--- src/rtl/sprite_compositor.sv ---
// sprite_compositor
//   N-channel sprite renderer and per-frame collision detector for a
//   640x480 VGA pixel path. Each channel addresses its own external
//   single-port sprite ROM (1-cycle read latency). Colour-key transparency
//   is applied per channel. Channel 0 has the highest priority. The pixel
//   output lags h_cnt/v_cnt by 2 clocks.
//
// Ports:
//   clk_25Hz   pixel clock
//   rst        asynchronous active-low reset
//   h_cnt      horizontal pixel count
//   v_cnt      vertical pixel count
//   valid      display-active flag from the VGA controller
//   spr_x      packed sprite left edges, channel i at [10i+9:10i]
//   spr_y      packed sprite top edges, channel i at [10i+9:10i]
//   spr_en     per-channel enable
//   rom_addr   packed ROM addresses (combinational), channel i at [ADDR_W*i +: ADDR_W]
//   rom_data   packed ROM outputs, valid one cycle after rom_addr
//   pixel      registered RGB444 output
//   coll_mask  sprites involved in the last collision frame (held)
//   coll_pulse one-cycle strobe when coll_mask loads
module sprite_compositor #(
    parameter int          NUM_SPR   = 3,
    parameter int          SPR_W     = 40,
    parameter int          SPR_H     = 30,
    parameter int          ADDR_W    = 12,
    parameter logic [11:0] KEY_COLOR = 12'h000,
    parameter logic [11:0] BG_COLOR  = 12'hfff,
    parameter int          HOLD_BITS = 20
) (
    input  logic                      clk_25Hz,
    input  logic                      rst,
    input  logic [9:0]                h_cnt,
    input  logic [9:0]                v_cnt,
    input  logic                      valid,
    input  logic [NUM_SPR*10-1:0]     spr_x,
    input  logic [NUM_SPR*10-1:0]     spr_y,
    input  logic [NUM_SPR-1:0]        spr_en,
    output logic [NUM_SPR*ADDR_W-1:0] rom_addr,
    input  logic [NUM_SPR*12-1:0]     rom_data,
    output logic [11:0]               pixel,
    output logic [NUM_SPR-1:0]        coll_mask,
    output logic                      coll_pulse
);

    localparam logic [31:0]          SPR_W_U  = 32'(SPR_W);
    localparam logic [31:0]          SPR_H_U  = 32'(SPR_H);
    localparam logic [NUM_SPR-1:0]   SPR_ONE  = {{(NUM_SPR-1){1'b0}}, 1'b1};
    localparam logic [HOLD_BITS-1:0] HOLD_ONE = {{(HOLD_BITS-1){1'b0}}, 1'b1};

    // ------------------------------------------------------------------
    // Stage 0: range test and ROM address (combinational)
    // ------------------------------------------------------------------
    logic [NUM_SPR-1:0] in0;
    logic [9:0]         sx, sy, dx, dy;
    logic [31:0]        lin;

    always_comb begin
        in0      = '0;
        rom_addr = '0;
        sx       = '0;
        sy       = '0;
        dx       = '0;
        dy       = '0;
        lin      = '0;
        for (int unsigned i = 0; i < NUM_SPR; i++) begin
            sx  = spr_x[10*i +: 10];
            sy  = spr_y[10*i +: 10];
            // Differences are only meaningful once the >= checks hold,
            // so a wrapped subtraction can never produce a false hit.
            dx  = h_cnt - sx;
            dy  = v_cnt - sy;
            lin = '0;
            if (spr_en[i] && (h_cnt >= sx) && (v_cnt >= sy) &&
                (32'(dx) < SPR_W_U) && (32'(dy) < SPR_H_U)) begin
                in0[i] = 1'b1;
                lin    = 32'(dy) * SPR_W_U + 32'(dx);
                rom_addr[ADDR_W*i +: ADDR_W] = lin[ADDR_W-1:0];
            end
        end
    end

    // ------------------------------------------------------------------
    // Stage 1: registers aligned with rom_data
    // ------------------------------------------------------------------
    logic [NUM_SPR-1:0] in1_q;
    logic               valid1_q;
    logic               fs1_q;

    always_ff @(posedge clk_25Hz or negedge rst) begin
        if (!rst) begin
            in1_q    <= '0;
            valid1_q <= 1'b0;
            fs1_q    <= 1'b0;
        end else begin
            in1_q    <= in0;
            valid1_q <= valid;
            fs1_q    <= (h_cnt == 10'd0) && (v_cnt == 10'd0);
        end
    end

    logic [NUM_SPR-1:0] opaque;
    logic               multi;
    logic [NUM_SPR-1:0] coll_term;

    always_comb begin
        opaque = '0;
        for (int unsigned i = 0; i < NUM_SPR; i++) begin
            opaque[i] = in1_q[i] && (rom_data[12*i +: 12] != KEY_COLOR);
        end
        // Two or more bits set: clearing the lowest set bit leaves a remainder.
        multi     = |(opaque & (opaque - SPR_ONE));
        coll_term = (valid1_q && multi) ? opaque : '0;
    end

    // ------------------------------------------------------------------
    // Stage 2: priority mux into the output pixel register
    // ------------------------------------------------------------------
    logic [11:0] pixel_d, pixel_q;
    logic        found;

    always_comb begin
        pixel_d = BG_COLOR;
        found   = 1'b0;
        for (int unsigned i = 0; i < NUM_SPR; i++) begin
            if (!found && opaque[i]) begin
                pixel_d = rom_data[12*i +: 12];
                found   = 1'b1;
            end
        end
        if (!valid1_q) begin
            pixel_d = '0;
        end
    end

    // ------------------------------------------------------------------
    // Collision accumulation, latch and hold timer
    // ------------------------------------------------------------------
    logic [NUM_SPR-1:0]   acc_d, acc_q;
    logic [NUM_SPR-1:0]   mask_d, mask_q;
    logic [HOLD_BITS-1:0] hold_d, hold_q;
    logic                 pulse_d, pulse_q;

    always_comb begin
        acc_d   = acc_q | coll_term;
        mask_d  = mask_q;
        hold_d  = hold_q;
        pulse_d = 1'b0;
        if ((mask_q != '0) && (hold_q != '1)) begin
            hold_d = hold_q + HOLD_ONE;
        end
        if (fs1_q) begin
            // The boundary pixel belongs to the new frame.
            acc_d = coll_term;
            if ((acc_q != '0) && (acc_q != mask_q)) begin
                mask_d  = acc_q;
                hold_d  = '0;
                pulse_d = 1'b1;
            end else if (hold_q == '1) begin
                mask_d = '0;
            end
        end
    end

    always_ff @(posedge clk_25Hz or negedge rst) begin
        if (!rst) begin
            pixel_q <= '0;
            acc_q   <= '0;
            mask_q  <= '0;
            hold_q  <= '0;
            pulse_q <= 1'b0;
        end else begin
            pixel_q <= pixel_d;
            acc_q   <= acc_d;
            mask_q  <= mask_d;
            hold_q  <= hold_d;
            pulse_q <= pulse_d;
        end
    end

    assign pixel      = pixel_q;
    assign coll_mask  = mask_q;
    assign coll_pulse = pulse_q;

endmodule

--- config.mk ---
export PLATFORM = sky130hd
export DESIGN_NAME = sprite_compositor
export DESIGN_NICKNAME = d
export VERILOG_FILES = /design/src/rtl/sprite_compositor.sv
export SDC_FILE = /design/constraint.sdc
export NUM_CORES = 1
export LEC_CHECK = 0
export ABC_AREA = 1
export CAP_MARGIN = 40
export CORE_ASPECT_RATIO = 2
export CORE_MARGIN = 3
export CORE_UTILIZATION = 39
export DETAILED_ROUTE_END_ITERATION = 7
export GPL_ROUTABILITY_DRIVEN = 0
export PLACE_DENSITY = 0.7
export SYNTH_ARGS = -nofsm -noshare
export SYNTH_HDL_FRONTEND = slang
export SYNTH_SLANG_ARGS = --single-unit
--- constraint.sdc ---
create_clock -name clk_25Hz -period 15 [get_ports clk_25Hz]
set_input_delay 3 -clock clk_25Hz [delete_from_list [all_inputs] [get_ports clk_25Hz]]
set_output_delay 3 -clock clk_25Hz [all_outputs]
set_load 0.02 [all_outputs]
==> results.md <==
- Status: finished, final reports clean
- Critical Path End Type: output port
- Commonest cells in the netlist: nand2_1, inv_1, nor2_1
- Post-CTS setup buffers: 0
- Top cells by area, synth: ha_1, nand2_1, dfrtp_1
- DRT Pass-1 Iters: 5
- Vias in the first global route: 9225
- Wl on met1: 8200 µm
- DRC Markers: 0
- Most used DFF post-synth: dfrtp_1
- Netlist Area Pre-Place: 8160 µm²
- Critical path type: in -> out
- Fin. Hold Viols: 0
- Hpwl dp: 22600 µm
- Sequential fraction of the synthesis area: 0.135
- Crit-path cells: clkdlybuf4s50_1 -> fa_1 -> nand2_1 -> nand2_1 -> nand2_1 -> nand2_1 -> and2_1 -> ha_1 -> fa_1 -> xor2_1 -> ha_1 -> nand2_1 -> inv_1 -> nand4_1 -> o211ai_1 -> a21oi_1 -> nor2_1 -> nand3_1 -> nand3_1 -> nor2_1 -> clkdlybuf4s50_1
- Peak supply drop: 0.0729 mV
- Post-CTS resize count: 0
- WP data arrival: 7.64 ns
- Clock buffer depth: 2
- Post-synth EDFFs: 0
- Met3 WL: 887 µm
- Yosys cell types: 41
- Slowest cell on crit path: clkdlybuf4s50_1
- Final setup TNS: 0 ns
- Initial core utilization: 0.399
- TritonCTS clock tree: built
- Die area: 22800 µm²
- Yosys reg bits: 44
- Average wire per standard cell: 14.5 µm
- Max stage delay on crit path: 0.68 ns
- Ys async rst share: 1.00
- Final wirelength: 25500 µm
- P_leak: 0.00547 µW
- Final ANT Viol Nets: 0
- Final worst path period share: 0.709
- Worst-Skew Late Latency: 0.29 ns
- Starting DRT DRC Count: 273
- Syn Area/Cell: 6.16 µm²
- Clock sinks: 44
- Initial antenna violation count: 2
- Max frequency: 0.0940 GHz
- Area Growth Syn to Fin: 26.4%
- Max Cap Viol: 0
- Final setup vio count: 0
- Clock period minus final worst setup slack: 10.64 ns
- CTS Buf Count: 5
- Die width: 108 µm
- First-pass GRT wire length: 41600 µm
- Met2 WL: 14800 µm
- Rel. slew slack: 0.575
- Final max-slew violation count: 0
- Cts hold-fix bufs: 0
- Rows: 74
- Syn Inst Count: 1325
- Synth area leader: ha_1
- RSZ-0062 raised after global routing: false
- CTS root buf: clkbuf_16
- Warning count from the yosys run: 0
- Core area: 20500 µm²
- Fin nets: 1741
- Port Buffers: 173
- Max Used Layer: met5
- Slew @ Worst Pin: 0.637 ns
- Syn_nets: 1571
- Largest net degree at the start of global routing: 33
- Total power density per cell area: 80.9 nW/µm²
- Startpoint types: input pin
- Max Fanout on Critical Path: 7
- CP most frequent cell: nand2_1
- Top-area cell type share of the netlist area: 0.172
- Hold crit path type: reg -> reg
- Layout cells sized above 1: 0.0488
- CTS clk-pin slew, worst paths: 0.06 ns
- Skew final: 0.00350 ns
- GRT Util Overall: 0.226
- GR Overflow Total: 0
- Finished Core Util: 0.504
- Io pins: 174
- Vias: 9058
- Routed vias/inst: 5.14
- Most frequent cell after synthesis: nand2_1
- H-tree depth: 2
- Worst endpoint required time: 12.00 ns
- Die H: 211 µm
[cells by family after synthesis]
family / count (synthesis) / share of synthesized area
AOI/OAI and AO/OA: 155 / 0.112
xor gates and xnor gates: 50 / 0.0537
adders and majority gates: 124 / 0.201
buffers and inverters: 274 / 0.129
DFF: 44 / 0.135
and+or+nand+nor: 678 / 0.369
[metrics by stage]
stage	area [µm²]	instances	hold WS (ns)	power, µW	setup slack (ns)
3_5_place_dp	10200	1754	0.498	733	4.39
6_report	10300	1762	0.503	835	4.36
5_1_grt	10300	1762	0.563	931	4.08
4_1_cts	10300	1761	0.507	842	4.38
3_3_place_gp	10200	1753	0.489	723	4.53
2_1_floorplan	8160	1325	0.461	583	5.64
[placed cells by master, fill, tap and decap left out, types with 2 or more instances in the layout]
cell,netlist,layout
dfrtp_1,44,44
a31oi_1,5,5
nand3_2,4,4
o22ai_1,15,15
nand2_1,337,337
nor2_2,31,31
o21ai_0,31,31
nor3_2,2,2
nor3b_1,3,3
nand2_2,10,10
nor2_1,120,120
xor2_1,25,25
nor3_1,9,9
and2_1,2,2
inv_1,255,255
xnor2_1,25,25
nand3b_1,9,9
clkbuf_16,0,5
o31ai_1,2,2
a211oi_1,14,14
a21o_1,5,5
ha_1,112,112
clkdlybuf4s50_1,0,172
nor4_1,9,9
o21bai_1,7,7
fa_1,12,12
a21oi_1,63,63
nand3_1,103,103
nand4_1,35,35
a21oi_2,6,6
inv_2,7,7
a21boi_0,4,4
[sequential cells by signal, summed over array words and instances, names as in the netlist]
register    flops
acc_q           3
coll_mask       3
coll_pulse      1
fs1_q           1
hold_q         20
in1_q           3
pixel          12
valid1_q        1
[path summary, 6_finish.rpt]
kind	slack, ns	endpoint	startpoint	depth (start not counted)
min in group asynchronous	2.60	hold_q[6]$_DFF_PN0_	rst	1
setup reg to reg	12.93	hold_q[17]$_DFF_PN0_	hold_q[0]$_DFF_PN0_	11
hold reg to reg	0.50	hold_q[0]$_DFF_PN0_	hold_q[0]$_DFF_PN0_	1
setup / recovery	4.36	rom_addr[35]	v_cnt[1]	21
hold / removal	0.50	hold_q[0]$_DFF_PN0_	hold_q[0]$_DFF_PN0_	1
max in group asynchronous	11.92	pixel[4]$_DFF_PN0_	rst	2
[where the power goes]
part | switching [µW] | internal (µW) | leakage (µW)
Combinational | 358 | 252 | 0.00483
Clock | 42.9 | 60.3 | 0.0000657
Sequential | 0.704 | 121 | 0.000569
[final cells by class]
class	instances	area (µm²)
Clock inverter	2	12.5
Sequential cell	44	1100
Timing Repair Buffer	174	1750
Tap cell	266	333
Fill cell	2101	10100
Antenna cell	1	2.50
Clock buffer	5	125
Multi-Input combinational cell	1007	6000
Inverter	263	987
[worst max-delay path, delay by kind of cell]
family,cells,cell delay [ns]
AO/OA/AOI/OAI,2,0.30
XOR/XNOR,1,0.18
AND/OR/NAND/NOR,11,1.10
adder cells (fa/ha/maj),4,1.74
buffers and inverters,3,1.33
[layer usage]
metal	up-vias	GRT usage
met5	-	0
met4	2	0.122
met2	276	0.469
met3	100	0.0175
met1	4075	0.206
li1	4605	-
Power figures use the tool's default switching activity.
